$ cat src/rtl/mem_access_stage_pkg.sv
// Shared definitions for the MEM pipeline stage: FSM state encodings, default timeout
// parameters and a small address-alignment helper.
package mem_access_stage_pkg;

    typedef enum logic [0:0] {
        S_IDLE   = 1'b0,
        S_ACCESS = 1'b1
    } mem_state_t;

    localparam int TIMEOUT_CYC_DEFAULT = 16;
    localparam int CNT_W_DEFAULT       = 5;

    // Word accesses only: any nonzero low address bit is a fault.
    function automatic logic addr_misaligned(input logic [1:0] addr_lo);
        return (addr_lo != 2'b00);
    endfunction

endpackage

$ cat src/rtl/mem_timeout_counter.sv
// Counts cycles spent waiting on the data-memory port; expired flags the last allowed
// cycle so the FSM can abort on the same edge.
module mem_timeout_counter
    import mem_access_stage_pkg::*;
#(
    parameter int TIMEOUT_CYC = TIMEOUT_CYC_DEFAULT,
    parameter int CNT_W       = CNT_W_DEFAULT
) (
    input  logic clk,
    input  logic reset,
    input  logic clear,
    input  logic enable,
    output logic expired
);

    logic [CNT_W-1:0] count_reg;
    logic [CNT_W-1:0] count_next;

    always_comb begin
        count_next = count_reg;
        if (clear) begin
            count_next = '0;
        end else if (enable) begin
            count_next = count_reg + 1'b1;
        end
    end

    always_ff @(posedge clk) begin
        if (reset) begin
            count_reg <= '0;
        end else begin
            count_reg <= count_next;
        end
    end

    assign expired = enable && (count_reg == CNT_W'(TIMEOUT_CYC - 1));

endmodule

$ cat src/rtl/mem_access_stage.sv
// MEM pipeline stage: runs loads/stores over a ready-handshaked data-memory port, stalls
// upstream while waiting, and registers MEM/WB results. Optional counters: MEM_PERF_CNT_EN.
module mem_access_stage
    import mem_access_stage_pkg::*;
#(
    parameter int TIMEOUT_CYC = TIMEOUT_CYC_DEFAULT,
    parameter int CNT_W       = CNT_W_DEFAULT
) (
    input  logic        clk,
    input  logic        reset,
    input  logic        MEM_Mem_wr,
    input  logic        MEM_MemtoReg,
    input  logic        MEM_RegWr,
    input  logic [31:0] MEM_ALUout,
    input  logic [31:0] MEM_rt_data,
    input  logic [4:0]  MEM_Write_register,
    output logic        dmem_req,
    output logic        dmem_we,
    output logic [31:0] dmem_addr,
    output logic [31:0] dmem_wdata,
    input  logic        dmem_ready,
    input  logic [31:0] dmem_rdata,
    output logic        mem_stall,
    output logic        mem_fault,
    output logic        WB_RegWr,
    output logic [4:0]  WB_Write_register,
    output logic [31:0] WB_wdata
`ifdef MEM_PERF_CNT_EN
    ,
    output logic [31:0] perf_mem_ops,
    output logic [31:0] perf_stall_cycles
`endif
);

    mem_state_t  state_reg, state_next;
    logic        wb_regwr_reg, wb_regwr_next;
    logic [4:0]  wb_reg_reg, wb_reg_next;
    logic [31:0] wb_wdata_reg, wb_wdata_next;
    logic        fault_reg, fault_next;

    logic mem_op;
    logic is_load;
    logic misaligned;
    logic in_access;
    logic timeout;
    logic access_done;
    logic stall_comb;
    logic timer_clear;

    // A request with both store and load bits set is executed as a store.
    assign mem_op      = MEM_Mem_wr | MEM_MemtoReg;
    assign is_load     = MEM_MemtoReg & ~MEM_Mem_wr;
    assign misaligned  = mem_op & addr_misaligned(MEM_ALUout[1:0]);
    assign in_access   = (state_reg == S_ACCESS);
    assign access_done = in_access & dmem_ready;
    assign timer_clear = ~in_access | dmem_ready | timeout;

    mem_timeout_counter #(
        .TIMEOUT_CYC (TIMEOUT_CYC),
        .CNT_W       (CNT_W)
    ) u_timeout (
        .clk     (clk),
        .reset   (reset),
        .clear   (timer_clear),
        .enable  (in_access),
        .expired (timeout)
    );

    always_comb begin
        state_next    = state_reg;
        stall_comb    = 1'b0;
        fault_next    = 1'b0;
        wb_regwr_next = 1'b0;
        wb_reg_next   = wb_reg_reg;
        wb_wdata_next = wb_wdata_reg;
        case (state_reg)
            S_IDLE: begin
                if (mem_op) begin
                    if (misaligned) begin
                        fault_next = 1'b1;
                    end else begin
                        stall_comb = 1'b1;
                        state_next = S_ACCESS;
                    end
                end else begin
                    wb_regwr_next = MEM_RegWr;
                    wb_reg_next   = MEM_Write_register;
                    wb_wdata_next = MEM_ALUout;
                end
            end
            S_ACCESS: begin
                // Dropping the stall on ready lets EX/MEM advance on the completing edge.
                if (dmem_ready) begin
                    wb_regwr_next = MEM_RegWr & ~MEM_Mem_wr;
                    wb_reg_next   = MEM_Write_register;
                    wb_wdata_next = is_load ? dmem_rdata : MEM_ALUout;
                    state_next    = S_IDLE;
                end else if (timeout) begin
                    fault_next = 1'b1;
                    state_next = S_IDLE;
                end else begin
                    stall_comb = 1'b1;
                end
            end
            default: begin
                state_next = S_IDLE;
            end
        endcase
    end

    always_ff @(posedge clk) begin
        if (reset) begin
            state_reg    <= S_IDLE;
            wb_regwr_reg <= 1'b0;
            wb_reg_reg   <= '0;
            wb_wdata_reg <= '0;
            fault_reg    <= 1'b0;
        end else begin
            state_reg    <= state_next;
            wb_regwr_reg <= wb_regwr_next;
            wb_reg_reg   <= wb_reg_next;
            wb_wdata_reg <= wb_wdata_next;
            fault_reg    <= fault_next;
        end
    end

    assign dmem_req          = in_access;
    assign dmem_we           = in_access & MEM_Mem_wr;
    assign dmem_addr         = in_access ? MEM_ALUout  : 32'h0;
    assign dmem_wdata        = in_access ? MEM_rt_data : 32'h0;
    assign mem_stall         = stall_comb;
    assign mem_fault         = fault_reg;
    assign WB_RegWr          = wb_regwr_reg;
    assign WB_Write_register = wb_reg_reg;
    assign WB_wdata          = wb_wdata_reg;

`ifdef MEM_PERF_CNT_EN
    logic [1:0] perf_inc;
    assign perf_inc = {stall_comb, access_done};

    genvar gi;
    generate
        for (gi = 0; gi < 2; gi++) begin : g_perf
            logic [31:0] cnt_reg;
            always_ff @(posedge clk) begin
                if (reset) begin
                    cnt_reg <= '0;
                end else if (perf_inc[gi] && (cnt_reg != 32'hFFFF_FFFF)) begin
                    cnt_reg <= cnt_reg + 32'd1;
                end
            end
        end
    endgenerate

    assign perf_mem_ops      = g_perf[0].cnt_reg;
    assign perf_stall_cycles = g_perf[1].cnt_reg;
`else
    logic unused_done;
    assign unused_done = access_done;
`endif

endmodule
$ cat config.mk
export PLATFORM = sky130hd
export DESIGN_NAME = mem_access_stage
export DESIGN_NICKNAME = d
export VERILOG_FILES = /design/src/rtl/mem_access_stage_pkg.sv /design/src/rtl/mem_timeout_counter.sv /design/src/rtl/mem_access_stage.sv
export SDC_FILE = /design/constraint.sdc
export NUM_CORES = 1
export LEC_CHECK = 0
export CAP_MARGIN = 40
export CORE_UTILIZATION = 35
export CTS_CLUSTER_DIAMETER = 80
export CTS_CLUSTER_SIZE = 10
export DETAILED_ROUTE_END_ITERATION = 7
export GPL_TIMING_DRIVEN = 0
export PLACE_DENSITY_LB_ADDON = 0.3
export SLEW_MARGIN = 30
export SYNTH_ARGS = -nofsm -noshare
export SYNTH_HDL_FRONTEND = slang
export SYNTH_SLANG_ARGS = --single-unit
$ cat constraint.sdc
create_clock -name clk -period 2 [get_ports clk]
set_input_delay 0.3 -clock clk [delete_from_list [all_inputs] [get_ports clk]]
set_output_delay 0.3 -clock clk [all_outputs]
set_load 0.01 [all_outputs]
==> results by group <==
Clock network
  – CTS Buffer Depth: 2
  – Clock latency on the worst-skew pair: 0.30 ns
  – Worst-path clk slew: 0.08 ns
  – Num Clock Sinks: 45
  – Root buffer cell: clkbuf_8
  – Number of buffers created by CTS: 5
  – CTS H-tree depth: 2
  – # hold bufs at CTS: 0
  – CTS tree: built

STA
  – Clk_skew: 0.00596 ns
  – RSZ-0062 raised after global routing: false
  – Final Max Slew Viols: 0
  – Hold_ws: 0.428 ns
  – Worst-margin pin slew: 0.585 ns
  – Final WS setup: 0.0417 ns
  – Final hold violations: 0
  – Final Cycle Share: 97.9%
  – Max Fclk: 511 MHz
  – Final setup viols: 0
  – Relative slew margins: 61.0%
  – Crit path time final: 1.96 ns

GRT
  – Largest net degree at the start of global routing: 13
  – First-pass GRT wire length: 13,800 um
  – Number of global-route vias before repair: 2,916
  – Global route overflow: 0
  – Initial antenna violation count: 0
  – Gr usage total: 23.5%

Cells and area
  – Area delta synth->final: 95.7%
  – Number of diodes: 0
  – Final Net Count: 644
  – Most frequent cells in the layout: clkdlybuf4s50_1, nand2_1, and2_1
  – Fraction of layout cells with a size suffix above 1: 9.72%
  – Fill cell total of the finished layout: 575
  – Most common cell after layout, fill and taps aside: clkdlybuf4s50_1
  – Max FFs per register: 32

Min path
  – Worst min-delay path class: flop to flop
  – Hold depth: 1

Synthesis
  – Fraction of synthesized cell area in xor and xnor cells: 0.692%
  – Syn_nets: 424
  – Synth Area in Simple Gates: 38.6%
  – Post-synthesis cell area: 2530 um2
  – Area share of fa/ha/maj cells after synthesis: 0.988%
  – Syn_area_per_cell: 8.04 um2
  – Sequential share of the synthesized area: 35.6%
  – Mux cell area share after synthesis: 0%
  – Post-synthesis compound-gate area fraction: 16.4%
  – Syn. warnings: 0
  – Seq cells post-synth: 45
  – Largest family of logic cells by synthesized area: simple AND/OR/NAND/NOR gates
  – Gate Count Post-Synth: 315
  – Number of distinct library cells after synthesis: 28

Worst setup path
  – Crit start category: flop
  – Crit end category: primary output
  – R2R depth: 4
  – Worst setup path class: flop to primary output
  – Crit Path Max Fanout: 10
  – Critical Path AT: 1.66 ns
  – Worst EP required: 1.70 ns

Die
  – Die Ht: 87.1 um
  – Site Rows: 30
  – IO Pins: 213
  – Die ar.: 7580 um2
  – Core ar.: 6910 um2
  – Die Width: 87.1 um
  – Initial cell density of the core: 36.7%

Route
  – Initial drt markers: 93
  – DRT Pass-1 Iters: 4
  – DRC Markers: 0
  – DR WL/cell: 14.9 um
  – WL final: 9430 um
  – Antenna-violating nets left: 0
  – Via count: 3,095
  – Number of vias per cell: 4.90

Place
  – Post-DP HPWL: 7400 um
  – Number of port buffers: 212
  – GPL Wtd Cong: 0.784
  – DP Worst Slack: -0.366 ns

Job
  – Maxcap violations: 0

Pwr
  – Peak VDD IR: 0.000303 V
  – Leakage power total: 2.44 nW
  – Power density cells: 472 nW/um2
  – Overall power: 2.34 mW

Outcome
  – Outcome: finished clean
==> Yosys cell counts <==
library cell | n | share of area [%]
a21oi_1 | 6 | 1.2
a311oi_1 | 21 | 7.3
a311oi_2 | 11 | 6.5
and2_1 | 66 | 16
and3_1 | 1 | 0.25
and3b_1 | 1 | 0.35
and4bb_2 | 1 | 0.49
buf_2 | 8 | 1.6
buf_4 | 6 | 1.8
buf_6 | 6 | 2.7
clkbuf_1 | 10 | 1.5
dfxtp_1 | 45 | 36
ha_1 | 2 | 0.99
inv_1 | 2 | 0.30
nand2_1 | 68 | 10
nand2_4 | 1 | 0.44
nand3_1 | 5 | 0.99
nand3b_1 | 2 | 0.59
nand4_1 | 1 | 0.25
nor2_1 | 9 | 1.3
nor3_1 | 32 | 6.3
nor3_4 | 1 | 0.64
o21ai_0 | 5 | 0.99
o32a_1 | 1 | 0.40
or3_1 | 1 | 0.25
or4_1 | 1 | 0.30
xnor2_1 | 1 | 0.35
xor2_1 | 1 | 0.35
==> critical path, stage by stage (launching register included) <==
cell,delay [ns]
dfxtp_4,0.39
buf_6,0.15
buf_6,0.15
and2_1,0.12
clkdlybuf4s50_1,0.56
==> routing by layer <==
metal	vias up	GRT usage, %	part of all wire, %
met2	141	44.0	52
met3	11	5.02	6.4
li1	1525	-	-
met5	-	0	0
met1	1418	26.8	40
met4	0	6.36	1.4
==> through the flow <==
step	utilization, %	cells	area (um2)	TNS, ns
global route	71.8	631	4960	0
finish	71.8	631	4960	0
global placement	69.1	623	4770	-4.33
floorplan	-	315	2530	0
detailed placement	69.1	623	4770	-5.30
CTS	70.7	630	4890	-0.0135
==> layout make-up <==
| type | count | area [um2] | share of cell area, % |
|---|---|---|---|
| well taps | 96 | 120 | 2.42 |
| flip-flops and latches | 45 | 906 | 18.3 |
| plain buffers | 30 | 238 | 4.80 |
| clock buffers | 7 | 86.3 | 1.74 |
| inverters | 2 | 7.51 | 0.151 |
| repair buffers | 213 | 2160 | 43.6 |
| multi-input cells | 238 | 1440 | 29.0 |
==> repair_timing <==
action / in CTS / in global routing
resized for setup: 51 / 30
setup endpoints to repair: 66 / 28
pin swaps: 1 / 1
buffers inserted: 0 / 1
==> final timing paths <==
path,slack [ns],start,to
min reg2reg,0.43,u_timeout.count_reg[0],u_timeout.count_reg[0]
max,0.04,dmem_req,dmem_wdata[31]
max reg2reg,0.46,dmem_req,WB_wdata[24]
min,0.43,u_timeout.count_reg[0],u_timeout.count_reg[0]
==> where the power goes <==
part           internal, mW  switching (mW)  leakage (nW)
logic                 0.467           0.299          2.02
clock network         0.275           0.308        0.0443
registers             0.960          0.0333         0.371
==> logic make-up (layout without fill, tap and decap cells) <==
| family | Yosys count | after routing |
|---|---|---|
| and+or+nand+nor | 190 | 190 |
| DFF | 45 | 45 |
| AOI/OAI and AO/OA | 44 | 44 |
| buffers and inverters | 32 | 252 |
| adders and majority gates | 2 | 2 |
| xor gates and xnor gates | 2 | 2 |
Power figures use the tool's default switching activity.
